File: config.mk
export PLATFORM = sky130hd
export DESIGN_NAME = pipeline_hazard_ctrl_flat
export DESIGN_NICKNAME = d
export VERILOG_FILES = /design/src/rtl/pipeline_hazard_ctrl_if.sv /design/src/rtl/pipeline_hazard_ctrl.sv /design/src/flat_wrapper.sv
export SDC_FILE = /design/constraint.sdc
export NUM_CORES = 1
export LEC_CHECK = 0
export ABC_AREA = 1
export CAP_MARGIN = 20
export CORE_MARGIN = 2
export CORE_UTILIZATION = 37
export DETAILED_ROUTE_END_ITERATION = 16
export GPL_TIMING_DRIVEN = 0
export PLACE_DENSITY_LB_ADDON = 0.3
export SLEW_MARGIN = 0
export SYNTH_ARGS = -nofsm -noshare
export SYNTH_HDL_FRONTEND = slang
export SYNTH_SLANG_ARGS = --single-unit
File: constraint.sdc
create_clock -name clk -period 2 [get_ports clk]
set_input_delay 0.4 -clock clk [delete_from_list [all_inputs] [get_ports clk]]
set_output_delay 0.4 -clock clk [all_outputs]
set_load 0.1 [all_outputs]
File: src/rtl/pipeline_hazard_ctrl_if.sv
// pipeline_hazard_ctrl_if: hazard inputs and stall/flush controls between the pipeline and the hazard sequencer
interface pipeline_hazard_ctrl_if;
  logic [4:0]  id_rs;
  logic [4:0]  id_rt;
  logic        ex_mem_read;
  logic [4:0]  ex_rt;
  logic        md_start;
  logic        branch_taken;
  logic        dmem_wait;
  logic        pc_en;
  logic        ifid_en;
  logic        idex_en;
  logic        exmem_en;
  logic        memwb_en;
  logic        ifid_flush;
  logic        idex_flush;
  logic        exmem_flush;
  logic        memwb_flush;
  logic        md_busy;
  logic [15:0] stall_cycles;
  modport master (
    output id_rs, id_rt, ex_mem_read, ex_rt, md_start, branch_taken, dmem_wait,
    input  pc_en, ifid_en, idex_en, exmem_en, memwb_en,
    input  ifid_flush, idex_flush, exmem_flush, memwb_flush, md_busy, stall_cycles
  );
  modport slave (
    input  id_rs, id_rt, ex_mem_read, ex_rt, md_start, branch_taken, dmem_wait,
    output pc_en, ifid_en, idex_en, exmem_en, memwb_en,
    output ifid_flush, idex_flush, exmem_flush, memwb_flush, md_busy, stall_cycles
  );
endinterface

File: src/rtl/pipeline_hazard_ctrl.sv
// pipeline_hazard_ctrl: prioritised stall/flush sequencer for the 5-stage pipeline; STALL_CNT_EN adds a stall cycle counter
module pipeline_hazard_ctrl #(
  parameter int MD_CYCLES = 4,
  parameter int CNT_W     = 3
) (
  input  logic clk,
  input  logic reset,
  pipeline_hazard_ctrl_if.slave hz
);
  typedef enum logic [1:0] {RUN, MD_BUSY, MD_DONE} state_t;
  localparam logic [9:0] CTL_IDLE = 10'b11111_0000_0;
  state_t           state_q, state_d;
  logic [CNT_W-1:0] cnt_q, cnt_d;
  logic             md_stall, load_use;
  logic [9:0]       ctl;
  assign md_stall = state_q == MD_BUSY || (state_q == RUN && hz.md_start);
  assign load_use = hz.ex_mem_read && hz.ex_rt != 5'd0 &&
                    (hz.ex_rt == hz.id_rs || hz.ex_rt == hz.id_rt);
  // Control word {pc,ifid,idex,exmem,memwb en | ifid,idex,exmem,memwb flush | md_busy}, highest-priority hazard wins
  always_comb
    ctl = !reset       ? CTL_IDLE :
          hz.dmem_wait ? 10'b00001_0001_0 :
          md_stall     ? 10'b00011_0010_1 :
          load_use     ? 10'b00111_0100_0 :
          hz.branch_taken ? 10'b11111_1000_0 : CTL_IDLE;
  assign {hz.pc_en, hz.ifid_en, hz.idex_en, hz.exmem_en, hz.memwb_en} = ctl[9:5];
  assign {hz.ifid_flush, hz.idex_flush, hz.exmem_flush, hz.memwb_flush} = ctl[4:1];
  assign hz.md_busy = ctl[0];
  // Mult/div sequencing: the counter runs on even while memory freezes the pipe; MD_DONE waits for the pipe to move
  always_comb begin
    state_d = state_q;
    cnt_d   = cnt_q;
    if (state_q == RUN && hz.md_start && !hz.dmem_wait) begin
      state_d = MD_BUSY;
      cnt_d   = CNT_W'(MD_CYCLES - 2);
    end else if (state_q == MD_BUSY) begin
      if (cnt_q != '0) cnt_d = cnt_q - CNT_W'(1);
      else state_d = MD_DONE;
    end else if (state_q == MD_DONE && !hz.dmem_wait) begin
      state_d = RUN;
    end
  end
  // State register, updated on the same falling edge as the pipeline registers
  always_ff @(negedge clk) begin
    if (!reset) begin
      state_q <= RUN;
      cnt_q   <= '0;
    end else begin
      state_q <= state_d;
      cnt_q   <= cnt_d;
    end
  end
`ifdef STALL_CNT_EN
  logic [15:0] stall_q, stall_d;
  assign stall_d = (!hz.pc_en && stall_q != 16'hFFFF) ? stall_q + 16'd1 : stall_q;
  assign hz.stall_cycles = stall_q;
  // Saturating count of cycles in which the PC was held
  always_ff @(negedge clk) begin
    if (!reset) stall_q <= '0;
    else stall_q <= stall_d;
  end
`else
  assign hz.stall_cycles = 16'h0000;
`endif
endmodule

File: src/flat_wrapper.sv
// flat-port wrapper written by rule: the top's interface ports become plain ports
module pipeline_hazard_ctrl_flat 
#(
  parameter int MD_CYCLES = 4,
  parameter int CNT_W     = 3
)
  (clk, reset, hz_id_rs, hz_id_rt, hz_ex_mem_read, hz_ex_rt, hz_md_start, hz_branch_taken, hz_dmem_wait, hz_pc_en, hz_ifid_en, hz_idex_en, hz_exmem_en, hz_memwb_en, hz_ifid_flush, hz_idex_flush, hz_exmem_flush, hz_memwb_flush, hz_md_busy, hz_stall_cycles);
  pipeline_hazard_ctrl_if hz_i ();
  input  logic clk;
  input  logic reset;
  input wire logic [$bits(hz_i.id_rs)-1:0] hz_id_rs;
  input wire logic [$bits(hz_i.id_rt)-1:0] hz_id_rt;
  input wire logic [$bits(hz_i.ex_mem_read)-1:0] hz_ex_mem_read;
  input wire logic [$bits(hz_i.ex_rt)-1:0] hz_ex_rt;
  input wire logic [$bits(hz_i.md_start)-1:0] hz_md_start;
  input wire logic [$bits(hz_i.branch_taken)-1:0] hz_branch_taken;
  input wire logic [$bits(hz_i.dmem_wait)-1:0] hz_dmem_wait;
  output wire logic [$bits(hz_i.pc_en)-1:0] hz_pc_en;
  output wire logic [$bits(hz_i.ifid_en)-1:0] hz_ifid_en;
  output wire logic [$bits(hz_i.idex_en)-1:0] hz_idex_en;
  output wire logic [$bits(hz_i.exmem_en)-1:0] hz_exmem_en;
  output wire logic [$bits(hz_i.memwb_en)-1:0] hz_memwb_en;
  output wire logic [$bits(hz_i.ifid_flush)-1:0] hz_ifid_flush;
  output wire logic [$bits(hz_i.idex_flush)-1:0] hz_idex_flush;
  output wire logic [$bits(hz_i.exmem_flush)-1:0] hz_exmem_flush;
  output wire logic [$bits(hz_i.memwb_flush)-1:0] hz_memwb_flush;
  output wire logic [$bits(hz_i.md_busy)-1:0] hz_md_busy;
  output wire logic [$bits(hz_i.stall_cycles)-1:0] hz_stall_cycles;
  assign hz_i.id_rs = hz_id_rs;
  assign hz_i.id_rt = hz_id_rt;
  assign hz_i.ex_mem_read = hz_ex_mem_read;
  assign hz_i.ex_rt = hz_ex_rt;
  assign hz_i.md_start = hz_md_start;
  assign hz_i.branch_taken = hz_branch_taken;
  assign hz_i.dmem_wait = hz_dmem_wait;
  assign hz_pc_en = hz_i.pc_en;
  assign hz_ifid_en = hz_i.ifid_en;
  assign hz_idex_en = hz_i.idex_en;
  assign hz_exmem_en = hz_i.exmem_en;
  assign hz_memwb_en = hz_i.memwb_en;
  assign hz_ifid_flush = hz_i.ifid_flush;
  assign hz_idex_flush = hz_i.idex_flush;
  assign hz_exmem_flush = hz_i.exmem_flush;
  assign hz_memwb_flush = hz_i.memwb_flush;
  assign hz_md_busy = hz_i.md_busy;
  assign hz_stall_cycles = hz_i.stall_cycles;
  pipeline_hazard_ctrl #(.MD_CYCLES(MD_CYCLES), .CNT_W(CNT_W)) u_core (.clk(clk), .reset(reset), .hz(hz_i));
endmodule
==> run summary <==
Vias: 826
Clock skew: 0.00318 ns
Share of cells above drive strength 1: 0.324
Crit path kind: reg -> out
Routed len/inst: 9.13 um
Die height: 46.4 um
Drt via density: 4.11
Cts bufs inserted: 3
Final ANT Viol Nets: 0
# IOs: 47
Crit path DAT: 2.44 ns
Synth Warn #: 0
Most used cell, CP: buf_12
Final Total Pwr: 689 uW
Place WS: -1.49 ns
Drt first-iter violations: 13
Filler Cell Count: 125
Crit path cell chain: o21ai_4 > nand2_2 > nand2_8 > nand2_4 > clkinvlp_4 > buf_12 > buf_12
DP Area: 1130 um^2
# port buffers: 28
Clock transition at path regs: 0.03 ns
Worst EP required: 1.60 ns
Area grow syn2layout: 93.0%
Peak supply drop: 0.457 mV
Setup crit start kind: flip-flop
Worst path max stage delay: 0.34 ns
Pre-Repair DR Iteration Count: 5
Num Clock Sinks: 5
Static Leak: 0.000716 uW
DR DRC count: 0
First-pass GRT wire length: 2.73 mm
Layout Nets: 199
Starting density of the core: 0.389
Most frequent cells in the layout: nand2_1, inv_1, buf_4
RSZ-0062 raised after global routing: true
Setup violations, final: 7
CP Max Fanout: 4
N_diodes: 0
Rows: 15
Outcome: finished with violations
Post-Syn Area: 664 um^2
Largest net degree at the start of global routing: 9
Most common cell after layout, fill and taps aside: nand2_1
Slew headroom: 0.655
Multi-input gate area: 458 um^2
CP endpoint kind: primary output
Vias in the first global route: 732
Max Transition Viols Final: 0
Hold buffers post-CTS: 0
Max-Cap Viols: 0
Post-synth cell types: 21
Mapped Cells: 118
CP Buf/Inv Count: 3
Power per cell area: 537 nW/um^2
FF+latch area: 105 um^2
Die area: 2150 um^2
Sequential-to-total area share from yosys stat: 0.151
Setup WS post-layout: -0.840 ns
H-Tree Depth: 1
Total GRT Usage: 0.175
Final-report hold violation count: 0
Clock tree root buffer cell: clkbuf_4
Critical path's slowest cell: dfxtp_4
Measured slew at the worst slew-check pin: 0.523 ns
Yosys reg bits: 5
Worst Hold Class: reg -> reg
Failing checks: negative setup slack
CTS max path bufs: 2
Worst-Skew Late Latency: 0.31 ns
Die X-Extent: 46.4 um
Wirelength, routed: 1.84 mm
Avg Inst Size Synth: 5.63 um^2
DP HPWL: 1.42 mm
Fin Hold WS: 0.494 ns
TritonCTS clock tree: built
Core area: 1710 um^2
Routability Congestion: 0.739
Remaining Overflow, GRT: 0
Final Instance Area: 1280 um^2
Initial antenna violation count: 0
Crit path max-delay family: buffers and inverters
-- state kept, by name, indices dropped and copies added (netlist names) --
name            cells
u_core.cnt_q        3
u_core.state_q      2
-- final timing paths --
path                                   startpoint               to  slack [ns]  depth (start not counted)
worst min register to register    u_core.cnt_q[0]  u_core.cnt_q[0]        0.49                          2
worst min-delay path              u_core.cnt_q[0]  u_core.cnt_q[0]        0.49                          2
worst max-delay path            u_core.state_q[0]         hz_pc_en       -0.84                          7
worst max register to register    u_core.cnt_q[2]  u_core.cnt_q[1]        0.61                          9
-- routing by layer --
metal | wire, um | GRT usage | up-vias
met5 | 0 | 0 | -
met4 | 27 | 0.0857 | 0
met3 | 157 | 0.0627 | 4
met2 | 965 | 0.300 | 38
met1 | 686 | 0.186 | 349
li1 | - | - | 435
-- metrics by stage --
step,setup TNS [ns],std cells,utilization
floorplan,-5.24,133,-
global placement,-13.19,186,0.661
detailed placement,-13.53,186,0.661
CTS,-5.40,198,0.733
global route,-5.66,201,0.751
finish,-5.34,201,0.751
-- kinds of logic (layout without fill, tap and decap cells) --
family	after synthesis	count (layout)	synth area share
xor gates and xnor gates	2	2	0.0264
adders and majority gates	1	1	0.0188
other	2	17	0.0113
DFF	5	5	0.151
buffers and inverters	44	87	0.358
and+or+nand+nor	57	57	0.363
AOI/OAI and AO/OA	7	7	0.0715
-- Yosys cell counts --
master	n	area share
nand2_1	34	0.19
inv_1	24	0.14
buf_4	19	0.21
nor2_1	10	0.057
nand3_1	6	0.045
dfxtp_1	5	0.15
a21oi_1	3	0.023
conb_1	2	0.011
nand4_1	2	0.019
xnor2_1	2	0.026
a2111oi_2	1	0.023
a211oi_1	1	0.011
buf_2	1	0.0075
ha_1	1	0.019
nand2_2	1	0.0094
nand3_2	1	0.015
nor2_2	1	0.0094
nor3_1	1	0.0075
o21ai_0	1	0.0075
o21ai_1	1	0.0075
or2_1	1	0.0094
-- report_power, final --
part / leakage (uW) / internal, uW / total, uW / switching (uW)
Combinational: 0.000629 / 130 / 426 / 296
Clock: 0.0000458 / 84.3 / 155 / 70.7
Sequential: 0.0000419 / 104 / 108 / 3.22
Total: 0.000716 / 319 / 689 / 370
-- worst register-to-register path, delay by kind of cell (launching register included) --
kind	cells	cell delay [ns]
and+or+nand+nor	6	0.63
buffers and inverters	2	0.10
adders and majority gates	1	0.22
DFF	1	0.35
-- area by class of cell --
cell class	count	share of cell area
buffer	20	0.131
clock buffer	3	0.0176
clock inverter	6	0.0176
inverter	23	0.0722
multi-input combinational	84	0.357
sequential	5	0.0820
tap	25	0.0244
timing repair buffer	35	0.299
-- timing repair --
| action | CTS | global route |
|---|---|---|
| endpoints found under the setup margin | 14 | 10 |
| buffers inserted | 4 | 3 |
| pin swaps | 5 | 2 |
| resized for setup | 72 | 5 |
No activity file was read; power rests on OpenSTA's default activity.
